===== src/rtl/ultratank_input_pkg.sv =====
// Shared types and the joystick-to-tread mapping for the Ultra Tank input stage.
package ultratank_input_pkg;

    typedef enum logic [1:0] {REQ_N, REQ_F, REQ_B} tread_req_t;
    typedef enum logic [1:0] {NEU, FWD, BK, DEAD} tread_state_t;

    typedef struct packed {
        tread_req_t left;
        tread_req_t right;
    } tread_pair_t;

    // {U,D,L,R} -> (left, right); turns are made by stopping or reversing one tread.
    function automatic tread_pair_t joy_to_treads(input logic [3:0] udlr);
        tread_pair_t p;
        p = '{left: REQ_N, right: REQ_N};
        case (udlr)
            4'b1000: p = '{left: REQ_F, right: REQ_F};
            4'b1001: p = '{left: REQ_F, right: REQ_N};
            4'b0001: p = '{left: REQ_F, right: REQ_B};
            4'b0101: p = '{left: REQ_B, right: REQ_N};
            4'b0100: p = '{left: REQ_B, right: REQ_B};
            4'b0110: p = '{left: REQ_N, right: REQ_B};
            4'b0010: p = '{left: REQ_B, right: REQ_F};
            4'b1010: p = '{left: REQ_N, right: REQ_F};
            default: p = '{left: REQ_N, right: REQ_N};
        endcase
        return p;
    endfunction

endpackage


===== src/rtl/tank_input_cond_tread_fsm.sv =====
// One tread lever: forward/back/neutral with a forced neutral gap on reversal.
module tread_fsm
    import ultratank_input_pkg::*;
#(
    parameter int unsigned DEAD_CYCLES = 1200,
    parameter int unsigned CNT_W       = 17
) (
    input  logic       clk_sys,
    input  logic       Reset_n,
    input  tread_req_t i_req,
    output logic       o_fw_n,
    output logic       o_bk_n
);
    localparam logic [CNT_W-1:0] DEAD_LAST = CNT_W'(DEAD_CYCLES - 1);

    tread_state_t     r_state;
    logic [CNT_W-1:0] r_cnt;
    logic             r_fw_n;
    logic             r_bk_n;

    always_ff @(posedge clk_sys or negedge Reset_n) begin
        if (!Reset_n) begin
            r_state <= NEU;
            r_cnt   <= '0;
            r_fw_n  <= 1'b1;
            r_bk_n  <= 1'b1;
        end else begin
            case (r_state)
                NEU: begin
                    if (i_req == REQ_F) begin
                        r_state <= FWD;
                        r_fw_n  <= 1'b0;
                    end else if (i_req == REQ_B) begin
                        r_state <= BK;
                        r_bk_n  <= 1'b0;
                    end
                end
                FWD: begin
                    if (i_req != REQ_F) begin
                        r_state <= (i_req == REQ_B) ? DEAD : NEU;
                        r_cnt   <= '0;
                        r_fw_n  <= 1'b1;
                    end
                end
                BK: begin
                    if (i_req != REQ_B) begin
                        r_state <= (i_req == REQ_F) ? DEAD : NEU;
                        r_cnt   <= '0;
                        r_bk_n  <= 1'b1;
                    end
                end
                DEAD: begin
                    // The gap length is fixed at entry; request changes only pick the exit state.
                    if (r_cnt == DEAD_LAST) begin
                        case (i_req)
                            REQ_F: begin
                                r_state <= FWD;
                                r_fw_n  <= 1'b0;
                            end
                            REQ_B: begin
                                r_state <= BK;
                                r_bk_n  <= 1'b0;
                            end
                            default: r_state <= NEU;
                        endcase
                    end else begin
                        r_cnt <= r_cnt + CNT_W'(1);
                    end
                end
                default: begin
                    r_state <= NEU;
                    r_fw_n  <= 1'b1;
                    r_bk_n  <= 1'b1;
                end
            endcase
        end
    end

    assign o_fw_n = r_fw_n;
    assign o_bk_n = r_bk_n;

endmodule


===== src/rtl/tank_input_cond.sv =====
// Ultra Tank control conditioning: synchronise and debounce both joysticks,
// map them onto the four tread levers, and stretch the coin button into a pulse.
module tank_input_cond
    import ultratank_input_pkg::*;
#(
    parameter int unsigned DEB_CYCLES  = 12000,
    parameter int unsigned DEAD_CYCLES = 1200,
    parameter int unsigned COIN_CYCLES = 120000,
    parameter int unsigned CNT_W       = 17
) (
    input  logic       clk_sys,
    input  logic       Reset_n,
    input  logic [3:0] joy1_i,
    input  logic [3:0] joy2_i,
    input  logic       coin_i,
    output logic       JoyW_Fw_n,
    output logic       JoyW_Bk_n,
    output logic       JoyX_Fw_n,
    output logic       JoyX_Bk_n,
    output logic       JoyY_Fw_n,
    output logic       JoyY_Bk_n,
    output logic       JoyZ_Fw_n,
    output logic       JoyZ_Bk_n,
    output logic       Coin_n
);
    localparam logic [CNT_W-1:0] DEB_LAST  = CNT_W'(DEB_CYCLES - 1);
    localparam logic [CNT_W-1:0] DEB_PRE   = CNT_W'(DEB_CYCLES - 2);
    localparam logic [CNT_W-1:0] COIN_LAST = CNT_W'(COIN_CYCLES - 1);

    logic [1:0][3:0]       w_joy_in;
    logic [1:0][3:0]       r_joy_s1;
    logic [1:0][3:0]       r_joy_s2;
    logic [1:0][3:0]       r_joy_prev;
    logic [1:0][3:0]       r_joy_acc;
    logic [1:0][CNT_W-1:0] r_deb_cnt;
    tread_pair_t [1:0]     r_req;

    assign w_joy_in = {joy2_i, joy1_i};

    // Whole-vector debounce so diagonals are accepted in one step.
    always_ff @(posedge clk_sys or negedge Reset_n) begin
        if (!Reset_n) begin
            r_joy_s1   <= '0;
            r_joy_s2   <= '0;
            r_joy_prev <= '0;
            r_joy_acc  <= '0;
            r_deb_cnt  <= '0;
            for (int p = 0; p < 2; p++) begin
                r_req[p] <= '{left: REQ_N, right: REQ_N};
            end
        end else begin
            for (int p = 0; p < 2; p++) begin
                r_joy_s1[p]   <= w_joy_in[p];
                r_joy_s2[p]   <= r_joy_s1[p];
                r_joy_prev[p] <= r_joy_s2[p];
                if (r_joy_s2[p] != r_joy_prev[p]) begin
                    r_deb_cnt[p] <= '0;
                end else if (r_deb_cnt[p] != DEB_LAST) begin
                    r_deb_cnt[p] <= r_deb_cnt[p] + CNT_W'(1);
                    if (r_deb_cnt[p] == DEB_PRE) begin
                        r_joy_acc[p] <= r_joy_s2[p];
                    end
                end
                r_req[p] <= joy_to_treads(r_joy_acc[p]);
            end
        end
    end

    logic             r_coin_s1;
    logic             r_coin_s2;
    logic             r_coin_prev;
    logic             r_coin_busy;
    logic             r_coin_n;
    logic [CNT_W-1:0] r_coin_cnt;

    // Coin chain resets high so a button held through reset is not seen as a press.
    always_ff @(posedge clk_sys or negedge Reset_n) begin
        if (!Reset_n) begin
            r_coin_s1   <= 1'b1;
            r_coin_s2   <= 1'b1;
            r_coin_prev <= 1'b1;
            r_coin_busy <= 1'b0;
            r_coin_n    <= 1'b1;
            r_coin_cnt  <= '0;
        end else begin
            r_coin_s1   <= coin_i;
            r_coin_s2   <= r_coin_s1;
            r_coin_prev <= r_coin_s2;
            if (r_coin_busy) begin
                if (r_coin_cnt == COIN_LAST) begin
                    r_coin_busy <= 1'b0;
                    r_coin_n    <= 1'b1;
                end else begin
                    r_coin_cnt <= r_coin_cnt + CNT_W'(1);
                end
            end else if (r_coin_s2 && !r_coin_prev) begin
                r_coin_busy <= 1'b1;
                r_coin_n    <= 1'b0;
                r_coin_cnt  <= '0;
            end
        end
    end

    assign Coin_n = r_coin_n;

    tread_fsm #(.DEAD_CYCLES(DEAD_CYCLES), .CNT_W(CNT_W)) u_tread_w (
        .clk_sys (clk_sys),
        .Reset_n (Reset_n),
        .i_req   (r_req[0].left),
        .o_fw_n  (JoyW_Fw_n),
        .o_bk_n  (JoyW_Bk_n)
    );

    tread_fsm #(.DEAD_CYCLES(DEAD_CYCLES), .CNT_W(CNT_W)) u_tread_x (
        .clk_sys (clk_sys),
        .Reset_n (Reset_n),
        .i_req   (r_req[0].right),
        .o_fw_n  (JoyX_Fw_n),
        .o_bk_n  (JoyX_Bk_n)
    );

    tread_fsm #(.DEAD_CYCLES(DEAD_CYCLES), .CNT_W(CNT_W)) u_tread_y (
        .clk_sys (clk_sys),
        .Reset_n (Reset_n),
        .i_req   (r_req[1].left),
        .o_fw_n  (JoyY_Fw_n),
        .o_bk_n  (JoyY_Bk_n)
    );

    tread_fsm #(.DEAD_CYCLES(DEAD_CYCLES), .CNT_W(CNT_W)) u_tread_z (
        .clk_sys (clk_sys),
        .Reset_n (Reset_n),
        .i_req   (r_req[1].right),
        .o_fw_n  (JoyZ_Fw_n),
        .o_bk_n  (JoyZ_Bk_n)
    );

endmodule


===== config.mk =====
export PLATFORM = sky130hd
export DESIGN_NAME = tank_input_cond
export DESIGN_NICKNAME = d
export VERILOG_FILES = /design/src/rtl/ultratank_input_pkg.sv /design/src/rtl/tank_input_cond_tread_fsm.sv /design/src/rtl/tank_input_cond.sv
export SDC_FILE = /design/constraint.sdc
export NUM_CORES = 1
export LEC_CHECK = 0
export ABC_AREA = 1
export BUFFER_PORTS_ARGS = -buffer_cell sky130_fd_sc_hd__buf_2
export CAP_MARGIN = 20
export CORE_UTILIZATION = 45
export CTS_CLUSTER_DIAMETER = 100
export DETAILED_ROUTE_END_ITERATION = 10
export PLACE_DENSITY = 0.7
export SYNTH_ARGS = -nofsm -noshare
export SYNTH_HDL_FRONTEND = slang
export SYNTH_SLANG_ARGS = --single-unit

===== constraint.sdc =====
create_clock -name clk_sys -period 5.2 [get_ports clk_sys]
set_input_delay 1.04 -clock clk_sys [delete_from_list [all_inputs] [get_ports clk_sys]]
set_output_delay 1.04 -clock clk_sys [all_outputs]
set_load 0.02 [all_outputs]

==> run summary <==
### Timing
- 0.421 — normalized max-slew margin
- 0 ns — Setup TNS Final
- 457 MHz — Max Fclk
- 0 — count of final setup violators
- 0 — number of hold violations in the final report
- 0.869 ns — slew at the pin closest to its max-slew limit
- 0.0142 ns — worst-case clock skew
- 0.421 — Tcrit/Tclk final
- 0.345 ns — Worst Hold Slack
- 0 — number of slew-limit violations in the final report
- 2.19 ns — minimum period implied by the final worst setup slack
- no — RSZ-0062 raised after global routing

### Placement
- 0.867 — final weighted congestion in routability-driven placement
- 1739 — Inst Count DP
- 10800 µm² — Post-Place Cell Area
- 19 — IO Port Bufs
- 14800 µm — placed wire-length estimate after detailed placement

### CTS
- 0.07 ns — clock slew at the register clock pins of the worst setup and hold paths
- 0.45 ns — clock insertion delay at the later pin of the skew report
- 180 — total number of clock tree sinks
- 17 — CTS Buf Count
- 4 — maximum level of the CTS H-tree
- 0 — number of post-CTS setup repair buffers
- yes — clock tree from TritonCTS
- sky130_fd_sc_hd__clkbuf_16 — CTS root buf
- 0 — CTS Hold Bufs
- 0 — total of cells resized after clock tree synthesis
- 2 — clock buffer depth

### Finish
- 0.0680 — fraction of final layout cells sized beyond drive strength 1
- 1771 — Finished Layout Cells
- sky130_fd_sc_hd__nand2_1 (452), sky130_fd_sc_hd__nor2_1 (214), sky130_fd_sc_hd__dfrtp_1 (168), sky130_fd_sc_hd__nand3_1 (154), sky130_fd_sc_hd__inv_1 (151) — commonest cells after routing, fill and taps aside
- 9.34% — Area Overhead vs Synth
- 1511 — Layout Nets
- 0 — count of inserted antenna diode cells
- sky130_fd_sc_hd__nand2_1 — most frequent standard cell in the layout excluding fill and tap cells
- 11400 µm² — post-route cell area

### Detailed routing
- 5.08 — vias per inst
- 515 — Iter 0 DRT Violations
- 5 — count of TritonRoute iterations in the first routing pass
- 0 — number of antenna-violating nets in the routed design
- 21200 µm — total length of routed wires
- 12.0 µm — WL/cell
- 0 — Remaining DRCs
- 8997 — DR vias

### Flow run
- 0 — number of max-cap violations

### Power
- 5.26 nW — cell leakage power
- 0.457 — clock network power share
- 0.247 — Switching Share
- 0.500 — fraction of power consumed by sequential logic
- 0.042 — combinational power share
- 0.209 mV — maximum resistive drop on vdd
- 0.00221 W — internal power consumption
- 0.00293 W — power consumption
- 257 nW/µm² — total power density per cell area
- 0.000725 W — switching power

### Critical path
- 4.16 ns — Worst Path Required
- flop — Worst setup SP type
- output port — type of destination of the critical path
- 0.55 ns — maximum single-stage delay on the critical path
- reg -> out — critical path class
- buf_2 — cells along the critical path
- 1 — Crit path buffers/inverters
- 1.15 ns — arrival time worst endpoint
- sky130_fd_sc_hd__dfstp_2 — crit path max-delay cell type
- flip-flops — Top Family by Delay on Critical Path
- 3 — CP max FO

### Synth
- 39 — post-synthesis cell type count
- 1454 — number of instances in the synthesized netlist
- 0.434 — fraction of the yosys area taken by sequential cells
- 180 — FF+latch count, synth
- 1.00 — share of flip-flops with an asynchronous set or reset
- 0 — count of flip-flops with a built-in enable after synthesis
- 7.17 µm² — average size of a mapped cell
- 0 — warning count from the yosys run
- 1492 — nets in the synthesized netlist
- sky130_fd_sc_hd__dfrtp_1 — flip-flop cell with the highest count after synthesis
- 10400 µm² — Syn Std Cell Area

### Global routing
- 0 — initial antenna violation count
- 0 — total congestion overflow after global routing
- 109 — maximum number of pins on one net before global-route repair
- 8259 — via count of the first global-routing pass
- 37600 µm — wire length of the first global-routing pass
- 0.191 — GRT Util Overall

### Worst hold path
- reg -> reg — worst min-delay path class

### Floorplan
- 20 — number of ports placed on the die boundary
- 154 µm — vertical extent of the die
- 0.459 — starting utilization of the core area
- 22700 µm² — Core Box Area
- 23800 µm² — floorplan die area
- 154 µm — die width
- 55 — placement row count

### Status
- completed — outcome

[path summary, 6_finish.rpt]
path | start | end | slack (ns) | cells after the start
max | u_tread_x.o_bk_n | JoyX_Bk_n | 3.01 | 1
min | r_joy_s1[6] | r_joy_s2[6] | 0.34 | 0
max reg2reg | u_tread_y.r_state[1] | u_tread_y.r_cnt[16] | 3.08 | 8
min reg2reg | r_joy_s1[6] | r_joy_s2[6] | 0.34 | 0
max in group asynchronous | Reset_n | u_tread_z.o_bk_n | 3.50 | 2
min in group asynchronous | Reset_n | r_joy_acc[2] | 0.67 | 1
[metrics by stage]
stage | worst slack, ns | util
finish | 3.01 | 0.502
global route | 2.88 | 0.502
CTS | 2.99 | 0.502
detailed placement | 2.91 | 0.475
global placement | 2.92 | 0.475
floorplan | 3.48 | -
[metal layers]
metal  global-route usage  share of wire
met1                0.258           0.49
met2                0.315           0.46
met3               0.0345          0.033
met4               0.0567         0.0091
met5                    0              0
[layout make-up]
type	count	area, µm²
clock buffer	17	425
timing repair buffer	22	126
clock inverter	15	184
sequential	180	4520
fill	2180	11300
inverter	156	586
multi-input combinational	1096	5200
tap	285	357
[registers in the layout, summed over array words and instances, names as in the netlist, 17 cells and up]
signal,flops
r_deb_cnt,34
r_coin_cnt,17
u_tread_w.r_cnt,17
u_tread_x.r_cnt,17
u_tread_y.r_cnt,17
u_tread_z.r_cnt,17
[kinds of logic after synthesis]
family	synth area share
compound gates	0.0537
xor+xnor	0.0302
fa+ha+maj	0.0324
buf+inv	0.0681
flops	0.434
simple gates	0.382
[Yosys cell counts, drive strengths merged, types with 7 or more instances]
library cell,n,area [µm²]
nand2,466,1810
nor2,221,857
dfrtp,168,4200
inv,154,578
nand3,154,771
o21ai,51,255
nand4,40,256
nor3,32,165
xor2,30,263
a21oi,29,145
ha,27,338
buf,14,93.8
dfstp,12,315
clkbuf,8,30.0
or2,7,43.8
[power groups by stage]
stage | Clock (W) | Combinational (W) | Sequential, W
floorplan | 0 | 0.0000777 | 0.00148
global placement | 0 | 0.000124 | 0.00149
detailed placement | 0 | 0.000126 | 0.00149
CTS | 0.00137 | 0.000127 | 0.00147
global route | 0.00142 | 0.000147 | 0.00147
finish | 0.00134 | 0.000124 | 0.00147
Note: power is estimated with default switching activity, not from simulation.
